==> src/rtl/fifo_burst_pkg.sv <==
// Shared definitions for the FIFO-to-memory burst reader: controller state
// encoding, default parameter values and a small sizing helper.
package fifo_burst_pkg;

    typedef enum logic [1:0] {
        ST_IDLE = 2'd0,
        ST_CMD  = 2'd1,
        ST_DATA = 2'd2
    } burst_state_e;

    localparam int DEF_DATA_WIDTH       = 16;
    localparam int DEF_FIFO_DEPTH_WIDTH = 11;
    localparam int DEF_BURST_LEN        = 64;
    localparam int DEF_ADDR_WIDTH       = 24;
    localparam int DEF_FRAME_WORDS      = 307200;

    // Width of the in-burst beat counter; never narrower than one bit.
    function automatic int beat_width(input int len);
        return (len > 1) ? $clog2(len) : 1;
    endfunction

endpackage

==> src/rtl/fifo_burst_reader.sv <==
// Drains a first-word-fall-through FIFO into fixed-length memory write bursts.
// Each burst is announced with a command carrying its start word address; the
// address advances by one burst per burst and wraps to 0 at the end of a frame.
module fifo_burst_reader
    import fifo_burst_pkg::*;
#(
    parameter int DATA_WIDTH       = DEF_DATA_WIDTH,
    parameter int FIFO_DEPTH_WIDTH = DEF_FIFO_DEPTH_WIDTH,
    parameter int BURST_LEN        = DEF_BURST_LEN,
    parameter int ADDR_WIDTH       = DEF_ADDR_WIDTH,
    parameter int FRAME_WORDS      = DEF_FRAME_WORDS
) (
    input  logic                        clk,
    input  logic                        rst,
    input  logic                        fifo_empty,
    input  logic [DATA_WIDTH-1:0]       fifo_data,
    input  logic [FIFO_DEPTH_WIDTH-1:0] fifo_count,
    output logic                        fifo_read,
    input  logic                        frame_start,
    output logic                        cmd_valid,
    input  logic                        cmd_ready,
    output logic [ADDR_WIDTH-1:0]       cmd_addr,
    output logic                        wr_valid,
    input  logic                        wr_ready,
    output logic [DATA_WIDTH-1:0]       wr_data,
    output logic                        wr_last,
    output logic                        frame_done,
    output logic                        busy
);

    localparam int BEAT_W = beat_width(BURST_LEN);

    burst_state_e          state_r;
    logic [ADDR_WIDTH-1:0] addr_r;
    logic [BEAT_W-1:0]     beat_r;
    logic                  frame_pending_r;
    logic                  cmd_valid_r;
    logic                  frame_done_r;
    logic                  busy_r;

    logic                  wr_valid_s;
    logic                  fifo_read_s;
    logic                  last_beat_s;
    logic [ADDR_WIDTH:0]   addr_sum_s;
    logic                  wrap_s;
    logic [ADDR_WIDTH-1:0] addr_next_s;

    // Data-phase handshake: beats flow straight from the FIFO head, gated off in reset.
    always_comb begin
        wr_valid_s  = 1'b0;
        fifo_read_s = 1'b0;
        last_beat_s = 1'b0;
        if (!rst && (state_r == ST_DATA)) begin
            wr_valid_s = !fifo_empty;
        end else begin
            wr_valid_s = 1'b0;
        end
        fifo_read_s = wr_valid_s && wr_ready;
        last_beat_s = (beat_r == BEAT_W'(BURST_LEN - 1));
    end

    // Next burst address, wrapping to zero once the frame is fully written.
    always_comb begin
        addr_sum_s  = {1'b0, addr_r} + (ADDR_WIDTH + 1)'(BURST_LEN);
        wrap_s      = (addr_sum_s == (ADDR_WIDTH + 1)'(FRAME_WORDS));
        addr_next_s = {ADDR_WIDTH{1'b0}};
        if (wrap_s) begin
            addr_next_s = {ADDR_WIDTH{1'b0}};
        end else begin
            addr_next_s = addr_sum_s[ADDR_WIDTH-1:0];
        end
    end

    // Burst controller: waits for a full burst in the FIFO, issues the command, streams the beats.
    always_ff @(posedge clk) begin
        if (rst) begin
            state_r         <= ST_IDLE;
            addr_r          <= {ADDR_WIDTH{1'b0}};
            beat_r          <= {BEAT_W{1'b0}};
            frame_pending_r <= 1'b0;
            cmd_valid_r     <= 1'b0;
            frame_done_r    <= 1'b0;
            busy_r          <= 1'b0;
        end else begin
            frame_done_r <= 1'b0;
            // A frame restart is remembered until the controller is idle again.
            if (frame_start) begin
                frame_pending_r <= 1'b1;
            end
            case (state_r)
                ST_IDLE: begin
                    if (frame_pending_r) begin
                        addr_r <= {ADDR_WIDTH{1'b0}};
                        // A fresh restart arriving now must not be lost.
                        if (!frame_start) begin
                            frame_pending_r <= 1'b0;
                        end
                    end else if (fifo_count >= FIFO_DEPTH_WIDTH'(BURST_LEN)) begin
                        state_r     <= ST_CMD;
                        cmd_valid_r <= 1'b1;
                        busy_r      <= 1'b1;
                    end
                end
                ST_CMD: begin
                    if (cmd_valid_r && cmd_ready) begin
                        state_r     <= ST_DATA;
                        cmd_valid_r <= 1'b0;
                        beat_r      <= {BEAT_W{1'b0}};
                    end
                end
                ST_DATA: begin
                    if (fifo_read_s) begin
                        if (last_beat_s) begin
                            beat_r       <= {BEAT_W{1'b0}};
                            state_r      <= ST_IDLE;
                            busy_r       <= 1'b0;
                            addr_r       <= addr_next_s;
                            frame_done_r <= wrap_s;
                        end else begin
                            beat_r <= beat_r + BEAT_W'(1);
                        end
                    end
                end
                default: begin
                    state_r     <= ST_IDLE;
                    cmd_valid_r <= 1'b0;
                    busy_r      <= 1'b0;
                end
            endcase
        end
    end

    assign fifo_read  = fifo_read_s;
    assign wr_valid   = wr_valid_s;
    assign wr_data    = fifo_data;
    assign wr_last    = wr_valid_s && last_beat_s;
    assign cmd_valid  = cmd_valid_r && !rst;
    assign cmd_addr   = addr_r;
    assign frame_done = frame_done_r;
    assign busy       = busy_r;

endmodule

==> config.mk <==
export PLATFORM = sky130hd
export DESIGN_NAME = fifo_burst_reader
export DESIGN_NICKNAME = d
export VERILOG_FILES = /design/src/rtl/fifo_burst_pkg.sv /design/src/rtl/fifo_burst_reader.sv
export SDC_FILE = /design/constraint.sdc
export NUM_CORES = 1
export LEC_CHECK = 0
export ABC_AREA = 1
export CORE_MARGIN = 10
export CORE_UTILIZATION = 45
export CTS_CLUSTER_SIZE = 20
export DETAILED_ROUTE_END_ITERATION = 8
export PLACE_DENSITY = 0.81
export SLEW_MARGIN = 20
export SYNTH_ARGS = -nofsm -noshare
export SYNTH_HDL_FRONTEND = slang
export SYNTH_SLANG_ARGS = --single-unit
==> constraint.sdc <==
create_clock -name clk -period 2.35 [get_ports clk]
set_clock_uncertainty 0.05 [all_clocks]
set_input_delay 0.47 -clock clk [delete_from_list [all_inputs] [get_ports clk]]
set_output_delay 0.47 -clock clk [all_outputs]
set_load 0.03 [all_outputs]
==> metrics.cfg, run 1 <==
[run_status]
status=complete, no violations

[global_route]
grt_use_total=0.130
overflow=0
grt_start_max_net_pins=25
grt_pass1_wl_um=8260
grt_pass1_vias=1845
antenna_found_initial=0

[drt]
wl_um=4870
drt-pass1-iter-count=4
viasPerCell=4.95
vias=2014
wl_per_cell_um=12.0
drc_errors=0
drt_iter0_markers=271
antenna_left=0

[final_layout]
final-instance-count-excl-fill=407
fillCellCount=428
seqCellArea_um2=601
syn2layout_area_growth_pct=17.4
diodes=0
layout.nets=388
final_core_util=0.541
drive_gt1_frac=0.130
multi_input_area_um2=1220

[cts]
ctsHoldBuffers=0
cts_buffer_depth=2
path_clk_slew_ns=0.07
cts_tree=done
clockRootBuffer=clkbuf_8
clock_latency_ns=0.29
cts_setup_buffers=0
h-tree-depth=2
cts_num_sinks=30
post_cts_resized=0
numCtsBuffers=5

[timing]
max_freq_mhz=465
finalWorstPathRequiredPeriod_ns=2.15
hold_viol_final=0
fin_tns_setup_ns=0
fin_crit_sh=0.916
setup_viol=0
slew_violations=0
rsz0062_at_grt=false

[power]
p_per_area_nw_per_um2=519
peakVddDrop_v=0.000271
leakagePower_nw=0.976

[placement]
numPortBuffers=34
dp_hpwl_um=3740
dp.cells=399
place_congestion=0.904

[job]
drv_cap=0

[worst_setup_path]
crit_type=flip-flop to primary output
cp-end-kind=primary output
r2r_setup_slack_ns=0.26
arrival_ns=1.63
cp.required_ns=1.83
startpoint_type=flip-flop
critPathMaxFanout=4

[logic_synthesis]
synth_top_area_frac=0.280
yosysTopAreaCell=dfxtp_1
yosys_warnings=0
synth_seq_cells=30
yosysUniqueCellTypes=38
synth_area_leaders=dfxtp_1, nand2_1, buf_4, inv_1, nor2_1
synth_area_um2=2150
seq_area_frac_synth=0.280
synthCells=332
syn_avg_cell_area_um2=6.46

[floorplan]
num_rows=25
die-width_um=89.1
die_height_um=89.1
io_pins=79
start_util=0.460
core_area_um2=4660
dieArea_um2=7930

[worst_hold_path]
holdCritPathClass=flip-flop to flip-flop

==> routing by layer <==
layer  up-vias  track usage  wire length (um)
met1       881        0.152              2200
li1       1068            -                 -
met3         6       0.0456               407
met4         0       0.0506                73
met2        59        0.212              2190
met5         -            0                 0
==> synthesized netlist by cell type <==
cell type,count
or2_2,1
nor2_8,1
a31oi_1,1
xor2_2,1
o21ai_1,1
nor3b_2,1
nor2_2,6
nand3_1,18
nand3b_1,3
ha_1,3
and3_1,1
inv_1,36
dfxtp_1,30
a211oi_1,2
nor3_1,8
xnor2_1,1
o21bai_1,1
nand2_1,95
a21oi_2,6
clkbuf_1,2
nor2_4,5
nand2_4,2
nand2_2,5
a22oi_1,1
nor2_1,36
a21oi_1,18
conb_1,1
o21ai_0,3
buf_4,24
nand3_2,1
inv_2,3
inv_4,1
nor3b_1,1
xor2_1,1
nand4_1,8
buf_2,1
nor4_1,2
a2111oi_0,1
==> logic make-up (layout without fill, tap and decap cells) <==
group | count (synthesis) | in the layout | share of synthesized area
simple gates | 194 | 194 | 0.427
other cells | 1 | 6 | 0.00175
xor+xnor | 3 | 3 | 0.0157
fa+ha+maj | 3 | 3 | 0.0175
buf+inv | 67 | 83 | 0.161
compound gates | 34 | 34 | 0.0968
flops | 30 | 30 | 0.280
==> path summary, 6_finish.rpt <==
kind | start | end | depth (start not counted)
min reg2reg | state_r[1]$_SDFFE_PP0P_ | busy$_SDFFE_PP0P_ | 1
max | beat_r[0]$_SDFFE_PP0P_ | wr_last | 6
max reg2reg | cmd_addr[6]$_SDFFE_PP0P_ | cmd_addr[7]$_SDFFE_PP0P_ | 12
min | state_r[1]$_SDFFE_PP0P_ | busy$_SDFFE_PP0P_ | 1
==> worst max-delay path: stages, from the launching register on <==
cell and delay [ns]:
dfxtp_1 0.37, ha_1 0.22, nand4_1 0.15, nor2_1 0.27
inv_1 0.07, nor2_1 0.09, buf_4 0.16
==> layout by cell type (no fill, tap or decap), types with 2 or more instances in the layout <==
cell type / instances
nand3b_1: 3
nand2_1: 95
nor2_2: 6
nand2_4: 2
dfxtp_1: 30
inv_1: 36
o21ai_0: 3
a21oi_2: 6
nor3_1: 8
bufinv_16: 2
nor4_1: 2
inv_2: 3
nor2_1: 36
nand4_1: 8
clkbuf_8: 6
conb_1: 6
nand2_2: 5
nand3_1: 18
a21oi_1: 18
ha_1: 3
a211oi_1: 2
nor2_4: 5
buf_4: 5
clkdlybuf4s50_1: 30
==> area by class of cell <==
type	instances	area share
repair buffers	35	0.134
inverters	40	0.0606
multi-input cells	240	0.484
flip-flops and latches	30	0.238
well taps	54	0.0268
clock buffers	6	0.0328
clock inverters	2	0.0238
==> sequential cells by signal, indices dropped and copies added (netlist names) <==
register / cells
beat_r: 6
busy: 1
cmd_addr: 18
cmd_valid_r: 1
frame_done: 1
frame_pending_r: 1
state_r: 2
==> where the power goes <==
part / total [mW] / internal (mW) / leakage (nW) / switching, mW
Clock: 0.660 / 0.452 / 0.0714 / 0.208
Combinational: 0.120 / 0.0429 / 0.662 / 0.0775
Sequential: 0.528 / 0.520 / 0.243 / 0.00800
==> stage by stage <==
step / worst slack (ns) / instance area, um^2 / power (mW) / hold slack, ns
detailed placement: 0.166 / 2380 / 0.660 / 0.419
CTS: 0.203 / 2520 / 1.32 / 0.425
floorplan: 0.328 / 2160 / 0.681 / 0.386
finish: 0.199 / 2520 / 1.31 / 0.417
global placement: 0.206 / 2380 / 0.658 / 0.406
global route: 0.00205 / 2520 / 1.36 / 0.446
(Power assumes the default switching activity.)
==> inputs of run 2 (changes only) <==
--- a/config.mk
+++ b/config.mk
@@ -5,7 +5,6 @@
 export SDC_FILE = /design/constraint.sdc
 export NUM_CORES = 1
 export LEC_CHECK = 0
-export ABC_AREA = 1
 export CORE_MARGIN = 10
 export CORE_UTILIZATION = 45
 export CTS_CLUSTER_SIZE = 20
==> metrics.cfg, run 2 <==
[timing]
setup_viol=7  ; +7
fin_crit_sh=1.07  ; +0.159
slew_violations=0  ; unchanged
rsz0062_at_grt=true
tightest_slew_ns=0.595
max_freq_mhz=396  ; -15%
setup_ws_ns=-0.176  ; -0.375 ns
fin_tns_setup_ns=-0.419  ; -0.419 ns
hold_viol_final=0  ; unchanged
slew-limit-headroom=0.603
finalWorstPathRequiredPeriod_ns=2.53  ; +0.375 ns

[cts]
h-tree-depth=2  ; unchanged
clockRootBuffer=clkbuf_8
numCtsBuffers=5  ; unchanged
cts_tree=done
cts_num_sinks=30  ; unchanged
cts_buffer_depth=2  ; unchanged
path_clk_slew_ns=0.06  ; about the same
clock_latency_ns=0.30  ; about the same

[final_layout]
layout_common_cells=buf_4, clkdlybuf4s50_1, nor2_1
diodes=0  ; unchanged
layout.nets=350  ; -9.8%
drive_gt1_frac=0.263  ; +0.133
layout_commonest_cell=buf_4
final-instance-count-excl-fill=367  ; -9.8%
largest_register_ff_count=18  ; unchanged
syn2layout_area_growth_pct=27.1
stdcell_area_um2=2680  ; +6.5%
fillCellCount=396  ; -7.5%

[placement]
place_congestion=0.965  ; +6.8%
dp.cells=354  ; -11%
place_ws_ns=-0.134  ; -0.300 ns
numPortBuffers=34  ; unchanged
placed_area_um2=2490  ; +4.9%
dp_hpwl_um=4170  ; +12%

[run_status]
status=complete, but fails checks
violations=negative setup slack

[job]
drv_cap=0  ; unchanged

[drt]
viasPerCell=5.69  ; +15%
wl_per_cell_um=15.5  ; +29%
drt_iter0_markers=202  ; -25%
antenna_left=0  ; unchanged
drt-pass1-iter-count=4  ; unchanged
vias=2089  ; +3.7%
drc_errors=0  ; unchanged
wl_um=5690  ; +17%

[global_route]
grt_pass1_vias=2048  ; +11%
antenna_found_initial=0  ; unchanged
grt_use_total=0.151  ; +0.0212
overflow=0  ; unchanged
grt_pass1_wl_um=9490  ; +15%
grt_start_max_net_pins=25  ; unchanged

[worst_setup_path]
critPathMaxFanout=4  ; unchanged
arrival_ns=2.65  ; +1.02 ns
crit_type=flip-flop to flip-flop
r2r_setup_slack_ns=-0.18  ; -0.44 ns
startpoint_type=flip-flop
cp-end-kind=flip-flop
ff2ff_path_depth=9  ; -3
cp.required_ns=2.48  ; +0.65 ns

[logic_synthesis]
synth_area_um2=2110  ; -1.6%
synth_top_area_frac=0.285  ; +0.00465
synthArstFlopShare=0  ; unchanged
synth_ff_type=dfxtp_1
seq_area_frac_synth=0.285  ; +0.00465
syn_avg_cell_area_um2=7.70  ; +19%
synth_seq_cells=30  ; unchanged
synth_edf_count=0  ; unchanged
synthCells=274  ; -17%
synth_area_leaders=dfxtp_1, buf_4, a21oi_1, nand2_1, nor2_1
yosys_warnings=0  ; unchanged
synth_common_cells=dfxtp_1, nand2_1, nor2_1, buf_4, a21oi_1
yosysTopAreaCell=dfxtp_1
yosysUniqueCellTypes=52  ; +37%
synthMostInstantiatedCell=dfxtp_1

[floorplan]
die_height_um=88.5  ; -0.63%
start_util=0.475  ; +0.0145
core_area_um2=4440  ; -4.6%
dieArea_um2=7830  ; -1.3%
io_pins=79  ; unchanged
die-width_um=88.5  ; -0.63%
num_rows=24  ; -4.0%

[worst_hold_path]
holdPathStages=2  ; +1
holdCritPathClass=flip-flop to flip-flop

[power]
peakVddDrop_v=0.000237  ; -13%
p_per_area_nw_per_um2=398  ; -23%
finalPower_mw=1.07  ; -18%
leakagePower_nw=1.02  ; +4.2%

==> run 2: cell count changes after synthesis, moves of 6 or more <==
| cell | previous run | this run |
|---|---|---|
| a21oi_2 | 6 | 0 |
| inv_1 | 36 | 6 |
| nand2_1 | 95 | 25 |
| nor2_1 | 36 | 24 |
| nor2_2 | 6 | 0 |
| o21ai_0 | 3 | 17 |
==> run 2: final timing paths <==
path,start,endpoint
worst min register to register,busy$_SDFFE_PP0P_,busy$_SDFFE_PP0P_
worst max-delay path,cmd_addr[7]$_SDFFE_PP0P_,cmd_addr[7]$_SDFFE_PP0P_
worst min-delay path,busy$_SDFFE_PP0P_,busy$_SDFFE_PP0P_
worst max register to register,cmd_addr[7]$_SDFFE_PP0P_,cmd_addr[7]$_SDFFE_PP0P_
==> run 2: logic make-up after synthesis <==
group                    synth area share
AO/OA/AOI/OAI                       0.173
XOR/XNOR                           0.0290
adder cells (fa/ha/maj)            0.0178
buffers and inverters               0.148
flip-flops                          0.285
multiplexers                       0.0142
other                             0.00178
AND/OR/NAND/NOR                     0.331
==> run 2: critical path: stages (launching register included) <==
cell,delay (ns)
dfxtp_4,0.38
ha_4,0.14
nand4_1,0.18
buf_4,0.21
or4_4,0.56
mux2i_4,0.21
nand2_2,0.09
nor4b_4,0.33
nor2_1,0.10
a22o_1,0.18
==> run 2: routing by layer <==
metal | track usage | vias up | wire, um
li1 | - | 1034 | -
met1 | 0.171 | 960 | 2400
met2 | 0.246 | 79 | 2710
met3 | 0.0349 | 16 | 439
met4 | 0.103 | 0 | 136
met5 | 0 | - | 0
==> run 2: cell type report <==
class                   count  area [um^2]  area share
clock buffers               6         82.6      0.0308
clock inverters             2         11.3     0.00420
inverters                   6         22.5     0.00840
multi-input cells         204         1300       0.484
flip-flops and latches     30          626       0.233
well taps                  52         65.1      0.0243
repair buffers             67          578       0.215
==> run 2: what timing repair did <==
action / CTS / global route
pin swaps: 5 / 8
gates cloned: 0 / 0
gates resized for setup: 3 / 7
hold buffers: 0 / 0
buffers inserted: 3 / 2
endpoints found under the setup margin: 3 / 7
==> run 2: per-stage QoR <==
stage                      util  hold WS [ns]
after floorplan               -         0.399
after global placement    0.561         0.408
after detailed placement  0.561         0.424
after CTS                 0.592         0.437
after global routing      0.604         0.451
final                     0.604         0.429
==> run 2: power by group <==
part	switching, mW	internal, mW
sequential	0.0106	0.513
combinational	0.0594	0.0374
clock	0.212	0.236
